--- src/rtl/vga_timing_pipe.sv ---
// vga_timing_pipe: raster timing generator with pixel-request port and latency-matched sync/DE/colour outputs
module vga_timing_pipe #(
  parameter int unsigned H_SYNC   = 96,
  parameter int unsigned H_BEGIN  = 144,
  parameter int unsigned H_END    = 784,
  parameter int unsigned H_PERIOD = 800,
  parameter int unsigned V_SYNC   = 2,
  parameter int unsigned V_BEGIN  = 31,
  parameter int unsigned V_END    = 511,
  parameter int unsigned V_PERIOD = 521,
  parameter int unsigned CW       = 10,
  parameter int unsigned COLOR_W  = 4,
  parameter int unsigned PIX_LAT  = 1,
  parameter logic        H_POL    = 1'b0,
  parameter logic        V_POL    = 1'b0
) (
  input  logic                 Clk,
  input  logic                 Reset,
  input  logic                 ce,
  output logic                 req_de,
  output logic [CW-1:0]        req_col,
  output logic [CW-1:0]        req_row,
  output logic                 line_start,
  output logic                 frame_start,
  input  logic [3*COLOR_W-1:0] pix_color,
  output logic                 vga_h_sync,
  output logic                 vga_v_sync,
  output logic                 vga_de,
  output logic [COLOR_W-1:0]   VGA_R,
  output logic [COLOR_W-1:0]   VGA_G,
  output logic [COLOR_W-1:0]   VGA_B
);
  // Thresholds are one bit wider than the counters so H_END/V_END may equal 2**CW.
  localparam logic [CW:0]   HS  = (CW+1)'(H_SYNC);
  localparam logic [CW:0]   HB  = (CW+1)'(H_BEGIN);
  localparam logic [CW:0]   HE  = (CW+1)'(H_END);
  localparam logic [CW:0]   VS  = (CW+1)'(V_SYNC);
  localparam logic [CW:0]   VB  = (CW+1)'(V_BEGIN);
  localparam logic [CW:0]   VE  = (CW+1)'(V_END);
  localparam logic [CW-1:0] HL  = CW'(H_PERIOD - 1);
  localparam logic [CW-1:0] VL  = CW'(V_PERIOD - 1);
  localparam logic [CW-1:0] HB0 = CW'(H_BEGIN);
  localparam logic [CW-1:0] VB0 = CW'(V_BEGIN);
  logic [CW-1:0] hcount, vcount;
  logic [CW:0]   hx, vx;
  logic          hs_raw, vs_raw, de_raw;
  logic          hs_d, vs_d, de_d;
  assign hx          = {1'b0, hcount};
  assign vx          = {1'b0, vcount};
  assign hs_raw      = hx < HS;
  assign vs_raw      = vx < VS;
  assign de_raw      = (hx >= HB) && (hx < HE) && (vx >= VB) && (vx < VE);
  assign req_de      = de_raw;
  assign req_col     = de_raw ? hcount - HB0 : '0;
  assign req_row     = de_raw ? vcount - VB0 : '0;
  assign line_start  = hcount == '0;
  assign frame_start = (hcount == '0) && (vcount == '0);
  // Raster counters; the line counter steps only on the pixel-counter wrap.
  always_ff @(posedge Clk) begin
    if (Reset) begin
      hcount <= '0;
      vcount <= '0;
    end else if (ce) begin
      hcount <= (hcount == HL) ? '0 : hcount + 1'b1;
      if (hcount == HL) vcount <= (vcount == VL) ? '0 : vcount + 1'b1;
    end
  end
  if (PIX_LAT == 0) begin : g_direct
    assign {hs_d, vs_d, de_d} = {hs_raw, vs_raw, de_raw};
  end else begin : g_pipe
    logic [2:0] dl [PIX_LAT];
    // Delay the raw decode so it lines up with the colour returned by the pixel source.
    always_ff @(posedge Clk) begin
      if (Reset) begin
        for (int i = 0; i < PIX_LAT; i++) dl[i] <= '0;
      end else if (ce) begin
        dl[0] <= {hs_raw, vs_raw, de_raw};
        for (int i = 1; i < PIX_LAT; i++) dl[i] <= dl[i-1];
      end
    end
    assign {hs_d, vs_d, de_d} = dl[PIX_LAT-1];
  end
  // Output register drives the pins; colour is blanked outside the active area.
  always_ff @(posedge Clk) begin
    if (Reset) begin
      vga_h_sync <= ~H_POL;
      vga_v_sync <= ~V_POL;
      vga_de     <= 1'b0;
      {VGA_R, VGA_G, VGA_B} <= '0;
    end else if (ce) begin
      vga_h_sync <= hs_d ? H_POL : ~H_POL;
      vga_v_sync <= vs_d ? V_POL : ~V_POL;
      vga_de     <= de_d;
      {VGA_R, VGA_G, VGA_B} <= de_d ? pix_color : '0;
    end
  end
endmodule
--- config.mk ---
export PLATFORM = sky130hd
export DESIGN_NAME = vga_timing_pipe
export DESIGN_NICKNAME = d
export VERILOG_FILES = /design/src/rtl/vga_timing_pipe.sv
export SDC_FILE = /design/constraint.sdc
export NUM_CORES = 1
export LEC_CHECK = 0
export ABC_AREA = 0
export ABC_CLOCK_PERIOD_IN_PS = 2400
export CAP_MARGIN = 20
export CORE_ASPECT_RATIO = 1.2
export CORE_UTILIZATION = 44
export CTS_CLUSTER_DIAMETER = 80
export DETAILED_ROUTE_END_ITERATION = 6
export PLACE_DENSITY = 0.85
export SLEW_MARGIN = 20
export SYNTH_ARGS = -nofsm -noshare
export SYNTH_HDL_FRONTEND = slang
export SYNTH_SLANG_ARGS = --single-unit
--- constraint.sdc ---
create_clock -name Clk -period 2.4 [get_ports Clk]
set_clock_uncertainty 0.1 [all_clocks]
set_input_delay 0.6 -clock Clk [delete_from_list [all_inputs] [get_ports Clk]]
set_output_delay 0.6 -clock Clk [all_outputs]
set_load 0.1 [all_outputs]
==> results.toml <==
[placed_design]
placedCellCount = 400
routabilityCongestion = 0.969
hpwl_um = 5320
port_buffers = 52
placed_cell_area_sq_um = 3560

[worst_setup_path]
cp-start-kind = "flop"
crit_path_start = "hcount[1]"
cp_slowest_cell = "a311o_2"
cp.required_ns = 1.70
critPathKind = "reg -> out"
timing.rr.start = "hcount[1]"
end_kind = "output port"
slowest_delay_ns = 0.49
crit_chain = "inv_2, ha_4, nor3b_4, nand4b_1, a311o_2, buf_4, nor4_4, buf_12"
cp.arrival_ns = 2.42
crit_fanout = 5

[hold_path]
hp-class = "reg -> reg"
worstHoldStart = "vga_v_sync"

[yosys]
synth-seq-area-share_pct = 37.5
synth_cell_type_count = 45
synth_seq_cells = 38
synth_area_sq_um = 2110
ys.flop_type = "dfxtp_1"
syn_inst = 255
async_flop_share_pct = 0
syn_area_per_cell_sq_um = 8.26
yosys_warnings = 0
synth_edf_count = 3
synth_fp_nets = 278

[timing]
fin_ws_ns = -0.723
final_max_slew_viol_count = 0
max_freq_mhz = 320
relSlewSlack_pct = 56.6
final.min_clock_period_ns = 3.12
setup_violations = 22
post-route-period-util_pct = 130
tightest_slew_ns = 0.646
final_hold_viol_count = 0
rsz0062_at_grt = "true"

[global_routing]
track_usage_pct = 31.4
grt_pass1_wl_um = 12200
grt_remaining_overflow = 0
antenna_found_initial = 0
grt_max_degree = 19
grt_pass1_vias = 2600

[floorplan]
dieHeight_um = 77.8
die_w_um = 65.2
die_area_sq_um = 5070
rows = 27
coreArea_sq_um = 4590
ios = 53
start_util_pct = 45.9

[clocking]
cts.sinks = 38
root_buffer = "clkbuf_8"
cts_buffers = 5
clockBufferDepth = 2
clk_pin_slew_ns = 0.08
cts_tree = "done"
holdBufCountCts = 0
htreeDepth = 2
clk_latency_ns = 0.31

[drt]
routed_wl_um = 8510
first_pass_iters = 5
drt-initial-drc-count = 269
routedWlPerCell_um = 20.7
viasPerCell = 6.16
ant_nets = 0
num_vias = 2533
route.detailed.drc = 0

[outcome]
violations = "negative setup slack"
outcome = "complete, but fails checks"

[power]
pwr_density_cell_nw_per_um2 = 415
leakagePower_uw = 0.00135
ir_drop_v = 0.000432
power.total_uw = 1570

[cells_and_area]
layout_common_cells = "67 x buf_4, 29 x dfxtp_1, 25 x buf_12, 23 x nor2_1, 20 x nand2_1"
layout-area-overhead-vs-synth_pct = 79.8
final_cell_area_sq_um = 3790
antenna_cells = 0
nets = 375
instances_no_fill = 411
final_common_cell = "buf_4"
drive_gt1_share_pct = 42.5

[job]
drv_cap = 0
[cell families after synthesis]
group | count (synthesis) | synth area share [%]
and+or+nand+nor | 112 | 28.7
xor gates and xnor gates | 14 | 5.82
buffers and inverters | 36 | 7.84
adders and majority gates | 8 | 4.75
AOI/OAI and AO/OA | 47 | 15.3
DFF | 38 | 37.5
[routing by layer]
metal	global-route usage, %	part of all wire (%)	vias up
li1	-	-	1121
met5	0	0	-
met2	55.8	55	155
met3	8.24	6.3	53
met4	21.7	4.8	0
met1	30.9	34	1204
[registers in the layout (all words and copies together) (netlist names)]
register and flops:
vga_de 1, VGA_B 4, VGA_R 4, vcount 10, g_pipe.dl 3, VGA_G 4
vga_h_sync 1, hcount 10, vga_v_sync 1
[path summary, 6_finish.rpt]
check | slack, ns | cells past startpoint | end
min | 0.42 | 2 | vga_v_sync
min reg2reg | 0.42 | 2 | vga_v_sync
max | -0.72 | 8 | req_col[0]
max reg2reg | 0.18 | 7 | g_pipe.dl[0][0]
[worst max-delay path, delay by kind of cell (launching register included)]
family | cells | cell delay (ns)
adders and majority gates | 1 | 0.12
buffers and inverters | 3 | 0.51
AOI/OAI and AO/OA | 1 | 0.49
DFF | 1 | 0.34
and+or+nand+nor | 3 | 0.65
[Yosys cell counts (all sizes together), types with 2 or more instances]
master  number  share of area (%)
edfxtp       3                4.3
and2         3               0.89
nand3        7                1.7
or2          2               0.71
o21ai        6                1.4
or3          5                1.7
o31ai        5                1.8
a211oi       2               0.71
and4         2               0.83
a21oi       11                2.6
nor3         8                1.9
ha           8                4.8
nand4        6                1.8
a22oi       12                4.3
and3         3               0.89
xor2         2               0.83
dfxtp       35                 33
or4          7                2.7
o32ai        3                1.2
nand2       20                3.6
nor4        19                5.6
xnor2       12                5.0
clkbuf      12                2.1
inv         16                2.9
buf          8                2.8
nor2        25                4.5
[timing repair]
item,CTS,global route
pin swaps,6,6
resized for setup,7,9
endpoints found under the setup margin,22,22
buffers inserted,3,1
[report_power, final]
group          switching, uW  internal (uW)
registers               9.69            650
clock network            255            402
logic                    159           95.8
[final cells by class]
class,instances,area (sq um)
multi-input combinational,181,1530
timing repair buffer,110,1190
fill,247,806
sequential,38,801
clock buffer,7,108
tap,58,72.6
inverter,16,60.1
clock inverter,1,30.0
[stage by stage]
step                util, %  TNS, ns  hold WS (ns)  worst slack [ns]
floorplan                 -   -14.34         0.361            -0.810
global placement       77.5    -3.03         0.364            -0.198
CTS                    81.3   -11.40         0.415            -0.625
finish                 82.5   -13.06         0.417            -0.723
global route           82.5   -14.49         0.440            -0.787
detailed placement     77.5    -4.61         0.394            -0.277
No activity file was read; power rests on OpenSTA's default activity.
